==> src/rtl/brightness_frame_ctrl_pkg.sv <==
// brightness_pkg
//   Shared types and helpers for the brightness frame controller.
//   - pixel_t     : one RGB pixel, 8 bits per channel, {r,g,b}
//   - pix_entry_t : pixel plus frame/line tags as stored in the output FIFO
//   - state_t     : sequencer FSM state encoding
//   - sat_adj()   : saturating per-channel brightness offset
package brightness_pkg;

  localparam logic [7:0] PIX_MAX = 8'd255;

  typedef struct packed {
    logic [7:0] r;
    logic [7:0] g;
    logic [7:0] b;
  } pixel_t;

  typedef struct packed {
    pixel_t pix;
    logic   sof;
    logic   eol;
    logic   eof;
  } pix_entry_t;

  typedef enum logic [1:0] {
    S_IDLE  = 2'd0,
    S_SCAN  = 2'd1,
    S_DRAIN = 2'd2,
    S_DONE  = 2'd3
  } state_t;

  // The 9th bit of the intermediate is the carry (add) or borrow (sub),
  // which is exactly the saturation condition.
  function automatic logic [7:0] sat_adj(input logic [7:0] ch,
                                         input logic [7:0] off,
                                         input logic       sub);
    logic [8:0] tmp;
    if (sub) begin
      tmp     = {1'b0, ch} - {1'b0, off};
      sat_adj = tmp[8] ? 8'd0 : tmp[7:0];
    end else begin
      tmp     = {1'b0, ch} + {1'b0, off};
      sat_adj = tmp[8] ? PIX_MAX : tmp[7:0];
    end
  endfunction

endpackage

==> src/rtl/brightness_frame_ctrl_fifo2.sv <==
// pix_fifo2
//   Two-entry FIFO holding adjusted pixels with their sof/eol/eof tags.
//   A push while full is accepted when a pop happens in the same cycle.
//   Ports:
//     clk, rst      : clock, synchronous active-high reset
//     push, din     : write strobe and entry
//     pop           : read strobe (head is consumed at the clock edge)
//     dout          : head entry (combinational view of the read slot)
//     count         : occupancy 0..2
//     full, empty   : occupancy flags
module pix_fifo2
  import brightness_pkg::*;
(
  input  logic       clk,
  input  logic       rst,
  input  logic       push,
  input  logic       pop,
  input  pix_entry_t din,
  output pix_entry_t dout,
  output logic [1:0] count,
  output logic       full,
  output logic       empty
);

  pix_entry_t mem [2];
  logic       wptr;
  logic       rptr;
  logic       do_push;
  logic       do_pop;

  assign full    = (count == 2'd2);
  assign empty   = (count == 2'd0);
  assign do_pop  = pop && !empty;
  assign do_push = push && (!full || do_pop);
  assign dout    = mem[rptr];

  always_ff @(posedge clk) begin
    if (rst) begin
      wptr  <= 1'b0;
      rptr  <= 1'b0;
      count <= 2'd0;
      for (int i = 0; i < 2; i++) mem[i] <= '0;
    end else begin
      if (do_push) begin
        mem[wptr] <= din;
        wptr      <= ~wptr;
      end
      if (do_pop) rptr <= ~rptr;
      case ({do_push, do_pop})
        2'b10:   count <= count + 2'd1;
        2'b01:   count <= count - 2'd1;
        default: count <= count;
      endcase
    end
  end

endmodule

==> src/rtl/brightness_frame_ctrl.sv <==
// brightness_frame_ctrl
//   Scans one HEIGHT x WIDTH frame from the image buffer in raster order,
//   applies a saturating brightness offset to each pixel and streams the
//   result downstream with frame/line markers.
//   Ports:
//     clk, rst                 : clock, synchronous active-high reset
//     start, offset, dec       : frame request and per-frame config (IDLE only)
//     rd_en, rd_addr, rd_data  : image-buffer read port, data one cycle later
//     out_valid, out_ready     : output handshake
//     out_r/g/b, out_sof/eol/eof : head pixel and its tags
//     busy, done               : frame in progress / one-cycle completion pulse
//
//   Handshake: a pixel transfers on every rising edge where out_valid and
//   out_ready are both 1. out_valid never drops and out_* never change while
//   a pixel is offered and not yet accepted; out_ready may change freely.
module brightness_frame_ctrl
  import brightness_pkg::*;
#(
  parameter int HEIGHT = 768,
  parameter int WIDTH  = 512,
  parameter int ADDR_W = 19
) (
  input  logic              clk,
  input  logic              rst,
  input  logic              start,
  input  logic [7:0]        offset,
  input  logic              dec,
  output logic              rd_en,
  output logic [ADDR_W-1:0] rd_addr,
  input  logic [23:0]       rd_data,
  output logic              out_valid,
  input  logic              out_ready,
  output logic [7:0]        out_r,
  output logic [7:0]        out_g,
  output logic [7:0]        out_b,
  output logic              out_sof,
  output logic              out_eol,
  output logic              out_eof,
  output logic              busy,
  output logic              done
);

  localparam int CW = (WIDTH  > 1) ? $clog2(WIDTH)  : 1;
  localparam int RW = (HEIGHT > 1) ? $clog2(HEIGHT) : 1;
  localparam logic [CW-1:0] COL_LAST = CW'(WIDTH - 1);
  localparam logic [RW-1:0] ROW_LAST = RW'(HEIGHT - 1);

  state_t            state;
  logic [7:0]        off_sh;
  logic              dec_sh;
  logic [CW-1:0]     col;
  logic [RW-1:0]     row;
  logic [ADDR_W-1:0] addr_q;

  // Read issued last cycle: rd_data is valid now and is pushed this cycle.
  logic              data_vld;
  logic [2:0]        tag_q;

  pix_entry_t        push_entry;
  pix_entry_t        head;
  logic [1:0]        fifo_count;
  logic              fifo_full;
  logic              fifo_empty;

  logic              last_col;
  logic              last_row;
  logic              pop;
  logic [2:0]        occ;
  logic              issue;

  assign last_col = (col == COL_LAST);
  assign last_row = (row == ROW_LAST);
  assign pop      = !fifo_empty && out_ready;

  // Count what the FIFO will have to hold after this edge: entries that
  // survive this cycle's pop plus the read landing now. A new read is only
  // allowed when there is still a free slot for it, so the FIFO can never
  // overflow even if out_ready drops and stays low.
  assign occ   = 3'(fifo_count) + 3'(data_vld) - 3'(pop);
  assign issue = (state == S_SCAN) && (occ < 3'd2);

  assign rd_en   = issue;
  assign rd_addr = addr_q;

  always_comb begin
    push_entry       = '0;
    push_entry.pix.r = sat_adj(rd_data[23:16], off_sh, dec_sh);
    push_entry.pix.g = sat_adj(rd_data[15:8],  off_sh, dec_sh);
    push_entry.pix.b = sat_adj(rd_data[7:0],   off_sh, dec_sh);
    push_entry.sof   = tag_q[2];
    push_entry.eol   = tag_q[1];
    push_entry.eof   = tag_q[0];
  end

  pix_fifo2 u_fifo (
    .clk   (clk),
    .rst   (rst),
    .push  (data_vld),
    .pop   (pop),
    .din   (push_entry),
    .dout  (head),
    .count (fifo_count),
    .full  (fifo_full),
    .empty (fifo_empty)
  );

  // Stale FIFO slots are masked so every output reads 0 while nothing is
  // offered.
  assign out_valid = !fifo_empty;
  assign out_r     = out_valid ? head.pix.r : 8'd0;
  assign out_g     = out_valid ? head.pix.g : 8'd0;
  assign out_b     = out_valid ? head.pix.b : 8'd0;
  assign out_sof   = out_valid && head.sof;
  assign out_eol   = out_valid && head.eol;
  assign out_eof   = out_valid && head.eof;

  assign busy = (state == S_SCAN) || (state == S_DRAIN);
  assign done = (state == S_DONE);

  always_ff @(posedge clk) begin
    if (rst) begin
      state    <= S_IDLE;
      off_sh   <= 8'd0;
      dec_sh   <= 1'b0;
      col      <= '0;
      row      <= '0;
      addr_q   <= '0;
      data_vld <= 1'b0;
      tag_q    <= 3'b000;
    end else begin
      data_vld <= issue;
      if (issue) begin
        tag_q <= {(row == '0) && (col == '0), last_col, last_row && last_col};
      end

      case (state)
        S_IDLE: begin
          if (start) begin
            off_sh <= offset;
            dec_sh <= dec;
            col    <= '0;
            row    <= '0;
            addr_q <= '0;
            state  <= S_SCAN;
          end
        end
        S_SCAN: begin
          if (issue) begin
            // The final address is held rather than advanced past the frame.
            if (last_row && last_col) begin
              state <= S_DRAIN;
            end else begin
              addr_q <= addr_q + ADDR_W'(1);
              if (last_col) begin
                col <= '0;
                row <= row + RW'(1);
              end else begin
                col <= col + CW'(1);
              end
            end
          end
        end
        S_DRAIN: begin
          if (pop && head.eof) state <= S_DONE;
        end
        S_DONE: begin
          state <= S_IDLE;
        end
        default: state <= S_IDLE;
      endcase
    end
  end

endmodule

==> config.mk <==
export PLATFORM = sky130hd
export DESIGN_NAME = brightness_frame_ctrl
export DESIGN_NICKNAME = d
export VERILOG_FILES = /design/src/rtl/brightness_frame_ctrl_pkg.sv /design/src/rtl/brightness_frame_ctrl_fifo2.sv /design/src/rtl/brightness_frame_ctrl.sv
export SDC_FILE = /design/constraint.sdc
export NUM_CORES = 1
export LEC_CHECK = 0
export ABC_AREA = 0
export BUFFER_PORTS_ARGS = -buffer_cell sky130_fd_sc_hd__buf_4
export CAP_MARGIN = 0
export CORE_MARGIN = 1.5
export CORE_UTILIZATION = 60
export DETAILED_ROUTE_END_ITERATION = 6
export MAX_ROUTING_LAYER = met4
export PLACE_DENSITY = 0.81
export SLEW_MARGIN = 25
export SYNTH_ARGS = -nofsm -noshare
export SYNTH_HDL_FRONTEND = slang
export SYNTH_SLANG_ARGS = --single-unit
export TNS_END_PERCENT = 10
==> constraint.sdc <==
create_clock -name clk -period 4.31 [get_ports clk]
set_input_delay 0.431 -clock clk [delete_from_list [all_inputs] [get_ports clk]]
set_output_delay 0.431 -clock clk [all_outputs]
set_load 0.03 [all_outputs]
# ---- Yosys cells after proc, flatten, opt, wreduce, memory -nomap -nowiden
# Memory sizes are Yosys's and may differ from the RTL's. A register that Yosys moved wholly into a read port is not among the register bits.
# Cells that the tools add are included.
dict set report op_classes {
  eq_ne 14
  magnitude_cmp 1
  addsub 13
  n_bitwise 2
  n_reduce_logical 25
  muxes 42
}
# op n
set op_table {}
lappend op_table {{8-bit 2-to-1 mux} 12}
lappend op_table {{19-bit 2-to-1 mux} 3}
lappend op_table {{10-bit 2-to-1 mux} 4}
lappend op_table {{19-bit case mux with 2 select lines} 1}
lappend op_table {{9-bit 2-to-1 mux} 4}
lappend op_table {{8-bit by 8-bit adder with 9-bit output} 3}
lappend op_table {{27-bit 2-to-1 mux} 1}
lappend op_table {{27-bit OR reduction} 1}
lappend op_table {{8-bit by 8-bit subtractor with 9-bit output} 3}
lappend op_table {{10-bit case mux with 2 select lines} 1}
lappend op_table {{19-bit by 1-bit adder with 19-bit output, second input constant} 1}
lappend op_table {{9-bit case mux with 2 select lines} 1}
lappend op_table {{10-bit by 1-bit adder with 10-bit output, second input constant} 1}
lappend op_table {{10-bit equality test, second input constant} 1}
lappend op_table {{1-bit logical AND} 10}
lappend op_table {{10-bit logical NOT} 1}
lappend op_table {{9-bit by 1-bit adder with 9-bit output, second input constant} 1}
lappend op_table {{9-bit equality test, second input constant} 1}
lappend op_table {{9-bit logical NOT} 1}
lappend op_table {{1-bit 2-to-1 mux} 9}
lappend op_table {{2-bit equality test, second input constant} 4}
lappend op_table {{2-bit 2-to-1 mux} 4}
lappend op_table {{2-bit != test, second input constant} 4}
lappend op_table {{2-bit case mux with 4 select lines} 1}
lappend op_table {{16 further kinds} 24}
dict set report totals {
  elab_cells 109
  inputBits 37
  mem_count 1
  output_inout_bits 50
  reg_bits 57
  ram_bits 54
}
# memory depth word_bits rd rd_ports_with_merged_regs write_ports line_no
set mem_list {}
lappend mem_list {u_fifo.mem 2 27 1 1 2 brightness_frame_ctrl_fifo2.sv:25} ;# pix_entry_t mem [2];

# ---- Logic depth before layout (Yosys ltp)
# Gate-level depths: netlist of run 1.
dict set report depth {
  depth_word 11
  ltp_mapped 12
  depth_no_buf 11
}

# ---- By module
# Synthesis of run 1 repeated with hierarchy kept, for this count alone.
dict set report unflattened {
  hier_cells 857
  hier_area_um2 7832.5
}
# mod area_per_inst_um2 instances seq_area_each_um2 cells_each
set by_module_without_submodules {}
lappend by_module_without_submodules {brightness_frame_ctrl 5233.8 1 1061.0 687}
lappend by_module_without_submodules {pix_fifo2 2598.7 1 1721.7 170}

# ---- Worst setup path before layout of run 1
# Ideal clock, no wire load.
dict set report synth_path {
  path_type {register -> register}
  start {reg u_fifo.count[1]}
  end {reg addr_q[13] (netlist: rd_addr[13])}
  path_slack_ps 1220
  path_buffers 1
  setup_time_ps 71
  stages_incl_launch_ff 12
  t_required_ps 4239
  synth_period_minus_slack_ps 3090
  arrival_ps 3020
  cell_sequence {dfxtp_1 -> o21ai_0 -> inv_1 -> ha_1 -> nand2b_1 -> fa_1 -> xnor2_2 -> nand3_4 -> or3_1 -> buf_2 -> or4_1 -> a21oi_1}
}
dict set report synth_between {
  elab_chain_len 8
  word_cells_on_any_way 9
  classes_between {add/sub: 2; order compare: 1; eq/ne: 1; reduce/logical: 5}
}
# item line_no
set synth_rtl {}
lappend synth_rtl {{from (decl)} brightness_frame_ctrl_fifo2.sv:20} ;# output logic [1:0] count,
lappend synth_rtl {{from (signal assigned)} brightness_frame_ctrl_fifo2.sv:50} ;# 2'b10: count <= count + 2'd1;
lappend synth_rtl {{from (signal assigned)} brightness_frame_ctrl_fifo2.sv:51} ;# 2'b01: count <= count - 2'd1;
lappend synth_rtl {{from (signal assigned)} brightness_frame_ctrl_fifo2.sv:52} ;# default: count <= count;
lappend synth_rtl {{parallel branches: the longest is 3 deep, another holds 2-bit by 1-bit adder with 3-bit output} --}
lappend synth_rtl {{3-bit by 1-bit subtractor with 3-bit output (*)} brightness_frame_ctrl.sv:79} ;# assign occ = 3'(fifo_count) + 3'(data_vld) - 3'(pop);
lappend synth_rtl {{3-bit by 2-bit < comparator with 1-bit output (*)} brightness_frame_ctrl.sv:80} ;# assign issue = (state == S_SCAN) && (occ < 3'd2);
lappend synth_rtl {{1-bit logical AND (*)} brightness_frame_ctrl.sv:80}
lappend synth_rtl {{2-bit != test (no line) (*)} --}
lappend synth_rtl {{4-bit AND reduction (no line) (*)} --}
lappend synth_rtl {{to (signal assigned)} brightness_frame_ctrl.sv:153} ;# addr_q <= addr_q + ADDR_W'(1);
lappend synth_rtl {{to (decl)} brightness_frame_ctrl.sv:53} ;# logic [ADDR_W-1:0] addr_q;
# Mark *: on every way between the ends.
# A chain may end at the register's enable or synchronous reset.

# ---- Worst setup path after layout of run 1
# Same ends and word-level chain as after synthesis.

==> impl_metrics.csv, run 1 <==
group,metric,value,unit
synth,yosysUniqueCellTypes,64,
clock_tree,path_clk_slew,0.08,ns
worst_setup_path,path_delay_family,"simple AND/OR/NAND/NOR gates",
clock_tree,clk_latency,0.37,ns
clock_tree,numCtsBuffers,9,
pwr,power-per-cell-area,437,nW/um^2
routing,drc,0,
routing,viasPerCell,6.09,
worst_setup_path,critPathRequiredTime,4.61,ns
worst_setup_path,max_stage_delay,0.59,ns
timing,tightest_slew,0.936,ns
grt,grt_max_degree,65,
clock_tree,cts_tree,"yes",
timing,period_needed,3.47,ns
routing,vias,6977,
synth,yosysTopAreaCell,"edfxtp_1",
place,gp_congestion,0.987,
floorplanning,die_h,116,microns
floorplanning,coreArea,12600,sq um
synth,muxShareOfSynthArea,0.0390,
finish,syn2layout_area_growth,13.9,%
synth,ys_top_cells_by_area,"edfxtp_1 21%, dfxtp_1 15%, ha_1 9.7%, nor2_1 6.0%, a21oi_1 5.5%",
timing,fmax,0.288,GHz
synth,synthXorXnorAreaFrac,0.0226,
worst_setup_path,arrival,3.77,ns
grt,antenna_found_initial,0,
synth,async_reset_ff_frac,0,
grt,grt_pass1_wl,30.3,mm
clock_tree,hold_buffers,0,
clock_tree,cts.sinks,112,
worst_setup_path,crit_chain,"o21ai_0 > inv_1 > ha_1 > nand2b_1 > fa_1 > xnor2_2 > nand3_4 > or3_1 > or4_1 > a21oi_1",
min_path,hp-start,"offset[7]",
synth,syn-cell-area,7710,sq um
finish,nets,1073,
worst_setup_path,crit_path_start,"u_fifo.count[1]",
synth,synthCells,902,
finish,num_antenna_cells,0,
routing,drt_first_pass_iters,6,
worst_setup_path,endpoint_kind,"flop",
worst_setup_path,worstReg2RegStart,"u_fifo.count[1]",
timing,finalClockSkew,0.0106,ns
worst_setup_path,ff2ff_setup_slack,0.84,ns
synth,synth-simple-area-share,0.216,
routing,ant_nets,0,
place,post-dp-hpwl,14.2,mm
pwr,peakVddDrop,0.000257,V
routing,wl,19.3,mm
min_path,hold_path.class,"input port to flop",
floorplanning,die_area,13500,sq um
grt,grt_pass1_vias,5956,
worst_setup_path,cp_num_buf_inv,1,
synth,synth_compound_area_frac,0.202,
floorplanning,start_util,0.613,
worst_setup_path,cp-start-kind,"flop",
clock_tree,cts.path.max_buffers,2,
synth,synth_seq_cells,112,
clock_tree,post_cts_buffers,0,
synth,avgSynthCellArea,8.55,sq um
place,io_buffers,86,
clock_tree,root_buffer,"clkbuf_16",
timing,slew_viol_final,0,
job,drv_cap,0,
synth,synth_fa_ha_area_frac,0.116,
timing,setup_violations,0,
synth,synth_nets,1006,
synth,synth_top_family_by_area,"simple AND/OR/NAND/NOR gates",
worst_setup_path,path_class,"flop to flop",
floorplanning,io_pins,87,
timing,rsz0062_at_grt,"no",
worst_setup_path,cp_max_fo,10,
floorplanning,die_w,116,microns
place,placed_area,8490,sq um
grt,grt_overflow,0,
clock_tree,cts_resized,0,
timing,fin_crit_sh,0.806,
run_status,status,"finished clean",
finish,drive_above_1_share,0.129,
grt,grt_usage,0.299,
worst_setup_path,slowest_stage,"or3_1",
floorplanning,rows,41,
timing,slew_headroom,0.375,
routing,wl_per_cell,16.9,microns
synth,synth_top_area_share,0.210,
synth,synthFlopType,"dfxtp_1",
routing,drtIter0Drc,784,
synth,ys_warn_count,0,
pwr,power.static_leakage,3.41,nW
timing,hold_viol_final,0,
timing,setup_tns,0,ns
synth,synth-seq-area-share,0.361,
clock_tree,htreeDepth,3,
finish,stdcell_area,8780,sq um
synth,synth_edf_count,54,
==> cells in the final DEF (no fill, tap or decap), types with 5 or more instances in the layout <==
cell and n:
and3_1 13, xor2_1 7, nand3b_1 7, edfxtp_1 54, fa_1 7, a211oi_1 23
nor4_1 10, a21o_1 8, nor3_1 34, mux2i_1 30, o211ai_1 5, nor2_1 122
a311oi_1 5, xnor2_1 11, buf_4 95, o21a_1 11, or2_2 5, dfxtp_1 58
ha_1 60, o21ai_0 50, clkbuf_16 9, o31ai_1 5, nand4_1 14, nand3_1 16
nand2_1 53, inv_1 50, o21bai_1 5, nor2b_1 10, nand2b_1 20, o32ai_1 6
and2_1 12, a21oi_1 84, a31oi_1 8, or3_1 7
==> through the flow <==
stage                     hold slack (ns)  instances  setup WS, ns  utilization  power [mW]
after global placement              0.477       1130          1.01        0.676        2.98
after global routing                0.312       1146         0.610        0.698        4.04
final                               0.311       1146         0.838        0.698        3.83
after CTS                           0.302       1146         0.864        0.698        3.80
after detailed placement            0.469       1130         0.897        0.676        3.01
after floorplan                     0.440        902          1.22            -        2.53
==> state kept, by name, indices dropped and copies added (netlist names), named ones only <==
signal / flops
rd_addr: 19
col: 9
state: 2
row: 10
tag_q: 3
u_fifo.wptr: 1
u_fifo.rptr: 1
off_sh: 8
data_vld: 1
u_fifo.count: 2
dec_sh: 1
u_fifo.mem: 54
==> synth_stat cells (4+ instances only) <==
library cell,n
a211oi_1,23
clkbuf_1,34
nand4_1,14
o32ai_1,6
o211ai_1,5
a21oi_1,84
ha_1,60
o31ai_1,5
a21o_1,8
edfxtp_1,54
or2_2,5
a311oi_1,5
nor2_1,123
o31a_1,4
o21bai_1,6
xor2_1,7
fa_1,7
o21ai_0,50
inv_1,50
or3_1,7
and3_1,13
nor3_1,34
or4_1,4
xnor2_1,11
nor4_1,10
and2_1,12
nand2_1,53
o21a_1,11
nand2b_1,20
nor2b_1,10
mux2i_1,30
a31o_2,4
nand3_1,16
nand3b_1,7
a31oi_1,8
dfxtp_1,58
==> cell families (layout without fill, tap and decap cells) <==
group / Yosys count / in the layout
buffers and inverters: 90 / 162
AOI/OAI and AO/OA: 246 / 246
DFF: 112 / 112
xor gates and xnor gates: 19 / 19
adders and majority gates: 67 / 67
and+or+nand+nor: 338 / 338
muxes: 30 / 30
==> power by group <==
part	leakage (nW)	switching, mW	internal, mW
clock network	0.122	0.412	0.397
registers	1.03	0.102	1.23
logic	2.26	1.09	0.601
==> tightest hold or removal path, stage by stage <==
cell and delay, ns:
buf_4 0.11, nand2_1 0.04, a21oi_1 0.05
==> layout make-up <==
cell class / count / area [sq um]
tap: 172 / 215
multi-input combinational: 700 / 4600
timing repair buffer: 95 / 713
clock buffer: 9 / 225
inverter: 51 / 191
sequential: 112 / 2780
fill: 1007 / 3790
clock inverter: 7 / 55.1
==> per-layer routing <==
layer / global-route usage / up-vias / part of all wire
met5: - / - / 0
met4: 0.0634 / 0 / 0.011
met3: 0.0623 / 19 / 0.085
met2: 0.422 / 284 / 0.42
met1: 0.443 / 3263 / 0.48
li1: - / 3411 / -
==> path summary, 6_finish.rpt <==
| path | to | cells past startpoint |
|---|---|---|
| worst max-delay path | rd_addr[13] | 10 |
| worst min-delay path | off_sh[7] | 3 |
| worst max register to register | rd_addr[13] | 10 |
| worst min register to register | tag_q[1] | 2 |
(Power assumes the default switching activity.)
==> run 2, diff against run 1 <==
--- a/config.mk
+++ b/config.mk
@@ -5,7 +5,7 @@
 export SDC_FILE = /design/constraint.sdc
 export NUM_CORES = 1
 export LEC_CHECK = 0
-export ABC_AREA = 0
+export ABC_AREA = 1
 export BUFFER_PORTS_ARGS = -buffer_cell sky130_fd_sc_hd__buf_4
 export CAP_MARGIN = 0
 export CORE_MARGIN = 1.5
==> constraint.sdc (replaced) <==
create_clock -name clk -period 3.27 [get_ports clk]
set_input_delay 0.327 -clock clk [delete_from_list [all_inputs] [get_ports clk]]
set_output_delay 0.327 -clock clk [all_outputs]
set_load 0.03 [all_outputs]
==> run 2 against run 1 <==
Compared with the run above:
- critical path type is now flop to output port
- sequential cell count unchanged
- die area grew 1.9%
- via count up 8.2%
- synthesized area rose by 1.9%
- cell count up 19%
- register-to-register slack got worse by 0.60 ns
- total power increased by 49%
- largest cell class unchanged
- combinational power grew 66%
- clock power rose by 42%
- sequential power increased by 32%
- design area grew 2.2%
- synthesized cell count increased by 23%
==> impl_metrics.csv, run 2 <==
group,metric,value,unit
floorplanning,coreArea,12700,sq um
routing,wl_per_cell,14.5,microns
finish,multi_input_area,4470,sq um
timing,setup_tns,0,ns
timing,slew_viol_final,0,
timing,rsz0062_at_grt,"no",
synth,synthCells,1113,
grt,grt_overflow,0,
place,gp_congestion,0.960,
finish,stdcell_area,8970,sq um
synth,yosys-top-cells-count,"316 x nand2_1, 143 x a21oi_1, 103 x inv_1",
pwr,peakVddDrop,0.000360,V
worst_setup_path,crit_path_start,"u_fifo.count[1]",
routing,drc,0,
worst_setup_path,cp_max_fo,5,
clock_tree,root_buffer,"clkbuf_16",
timing,tightest_slew,0.753,ns
place,placed_area,8650,sq um
timing,period_needed,3.06,ns
job,drv_cap,0,
pwr,intPower,3.07,mW
worst_setup_path,r2r-end,"col[0]",
worst_setup_path,worstReg2RegStart,"u_fifo.count[1]",
pwr,clkPwrFrac,0.201,
pwr,power-per-cell-area,637,nW/um^2
place,post-dp-hpwl,14.7,mm
worst_setup_path,cp-endpoint,"rd_en",
clock_tree,path_clk_slew,0.09,ns
synth,synth-seq-area-share,0.354,
pwr,switching_share,0.463,
synth,synthFlopType,"dfxtp_1",
pwr,power_frac_seq,0.308,
clock_tree,numCtsBuffers,9,
worst_setup_path,cp-start-kind,"flop",
routing,viasPerCell,5.52,
place,io_buffers,86,
clock_tree,htreeDepth,3,
worst_setup_path,critPathRequiredTime,2.94,ns
pwr,p_sw,2.64,mW
worst_setup_path,endpoint_kind,"output port",
synth,synth_top_area_share,0.206,
routing,vias,7548,
synth,synth_edf_count,54,
run_status,status,"finished clean",
synth,synth_nets,1217,
worst_setup_path,ff2ff_setup_slack,0.24,ns
floorplanning,io_pins,87,
pwr,power.static_leakage,4.04,nW
synth,async_reset_ff_frac,0,
pwr,combPwrFrac,0.491,
floorplanning,die_area,13800,sq um
synth,syn-cell-area,7860,sq um
synth,avgSynthCellArea,7.06,sq um
synth,yosysUniqueCellTypes,37,
worst_setup_path,reg2reg_depth,13,
finish,final_util,0.705,
finish,regMostFlops,"u_fifo.mem",
floorplanning,die_h,117,microns
floorplanning,start_util,0.618,
finish,nets,1294,
timing,whs,0.242,ns
clock_tree,cts.sinks,112,
grt,antenna_found_initial,0,
clock_tree,cts.path.max_buffers,2,
clock_tree,cts_tree,"yes",
routing,drt_first_pass_iters,6,
synth,ys_warn_count,0,
finish,largest_register_ffs,54,
min_path,hold_path.class,"input port to flop",
timing,hold_viol_final,0,
routing,ant_nets,0,
timing,finalClockSkew,0.0139,ns
synth,yosysMostFrequentCell,"nand2_1",
min_path,min_path_cells,3,
timing,slew_headroom,0.498,
routing,wl,19.8,mm
clock_tree,hold_buffers,0,
finish,num_antenna_cells,0,
place,placed_cells,1349,
finish,drive_above_1_share,0.121,
timing,fmax,0.327,GHz
timing,setup_violations,0,
floorplanning,die_w,117,microns
place,dp_slack,0.342,ns
floorplanning,rows,41,
finish,syn2layout_area_growth,14.2,%
synth,ys_top_cells_by_area,"edfxtp_1 21%, nand2_1 15%, dfxtp_1 15%, ha_1 9.6%, a21oi_1 9.1%",
routing,drtIter0Drc,813,
finish,fill_cells,1101,
clock_tree,clk_latency,0.36,ns
synth,synth_seq_cells,112,
finish,regArea,2780,sq um
worst_setup_path,arrival,2.73,ns
grt,grt_usage,0.301,
finish,final_cell_mix,"316 x nand2_1, 143 x a21oi_1, 102 x inv_1, 102 x nand3_1, 99 x buf_4",
grt,grt_max_degree,34,
pwr,total_power,5.71,mW
timing,worst_slack,0.215,ns
grt,grt_pass1_vias,6585,
grt,grt_pass1_wl,32.9,mm
finish,layout_commonest_cell,"nand2_1",
synth,yosysTopAreaCell,"edfxtp_1",
worst_setup_path,path_class,"flop to output port",
finish,stdcell_count,1367,
timing,fin_crit_sh,0.934,
## run 2: worst min path at each step
| stage | startpoint | to | slack [ns] |
|---|---|---|---|
| 2_1_floorplan | u_fifo.rptr | flop | 0.43 |
| 3_3_place_gp | u_fifo.rptr | u_fifo.rptr | 0.44 |
| 3_5_place_dp | u_fifo.rptr | flop | 0.44 |
| 5_1_grt | start | off_sh[0] | 0.27 |
| 6_report | offset[2] | off_sh[2] | 0.24 |
| 4_1_cts | offset[2] | off_sh[2] | 0.25 |
## run 2: what timing repair did
action                     4_1_cts  5_1_grt
resized for setup                0        1
setup endpoints to repair        0        1
setup buffers                    0        2
## run 2: logic make-up (layout without fill, tap and decap cells)
group	count (synthesis)	in the layout	synth area share
buffers and inverters	155	237	0.0777
DFF	112	112	0.354
adders and majority gates	67	67	0.113
xor gates and xnor gates	17	17	0.0189
and+or+nand+nor	557	557	0.300
AOI/OAI and AO/OA	205	205	0.136
## run 2: routing by layer
metal  share of wire  track usage
met3           0.081       0.0409
met5               0            -
met1            0.48        0.453
met2            0.43        0.436
met4          0.0097       0.0556
## run 2: area by class of cell
class                           instances  share of cell area
Multi-Input combinational cell        846               0.498
Sequential cell                       112               0.310
Timing Repair Buffer                   99              0.0828
Inverter                              122              0.0510
Clock buffer                           10              0.0279
Tap cell                              172              0.0240
Clock inverter                          6             0.00641
## run 2: critical path: stages, from the launching register on
cell,delay (ns)
dfxtp_1,0.38
nor2_2,0.14
inv_2,0.04
nand2_1,0.12
inv_2,0.08
ha_1,0.26
or2_2,0.30
fa_1,0.52
nand4_1,0.19
inv_2,0.16
buf_4,0.18
## run 2: power groups by stage
| stage | Combinational [mW] | Sequential (mW) | Clock [mW] |
|---|---|---|---|
| 2_1_floorplan | 2.02 | 1.76 | 0 |
| 3_3_place_gp | 2.66 | 1.79 | 0 |
| 3_5_place_dp | 2.70 | 1.79 | 0 |
| 4_1_cts | 2.72 | 1.76 | 1.15 |
| 5_1_grt | 3.13 | 1.78 | 1.22 |
| 6_report | 2.80 | 1.76 | 1.15 |
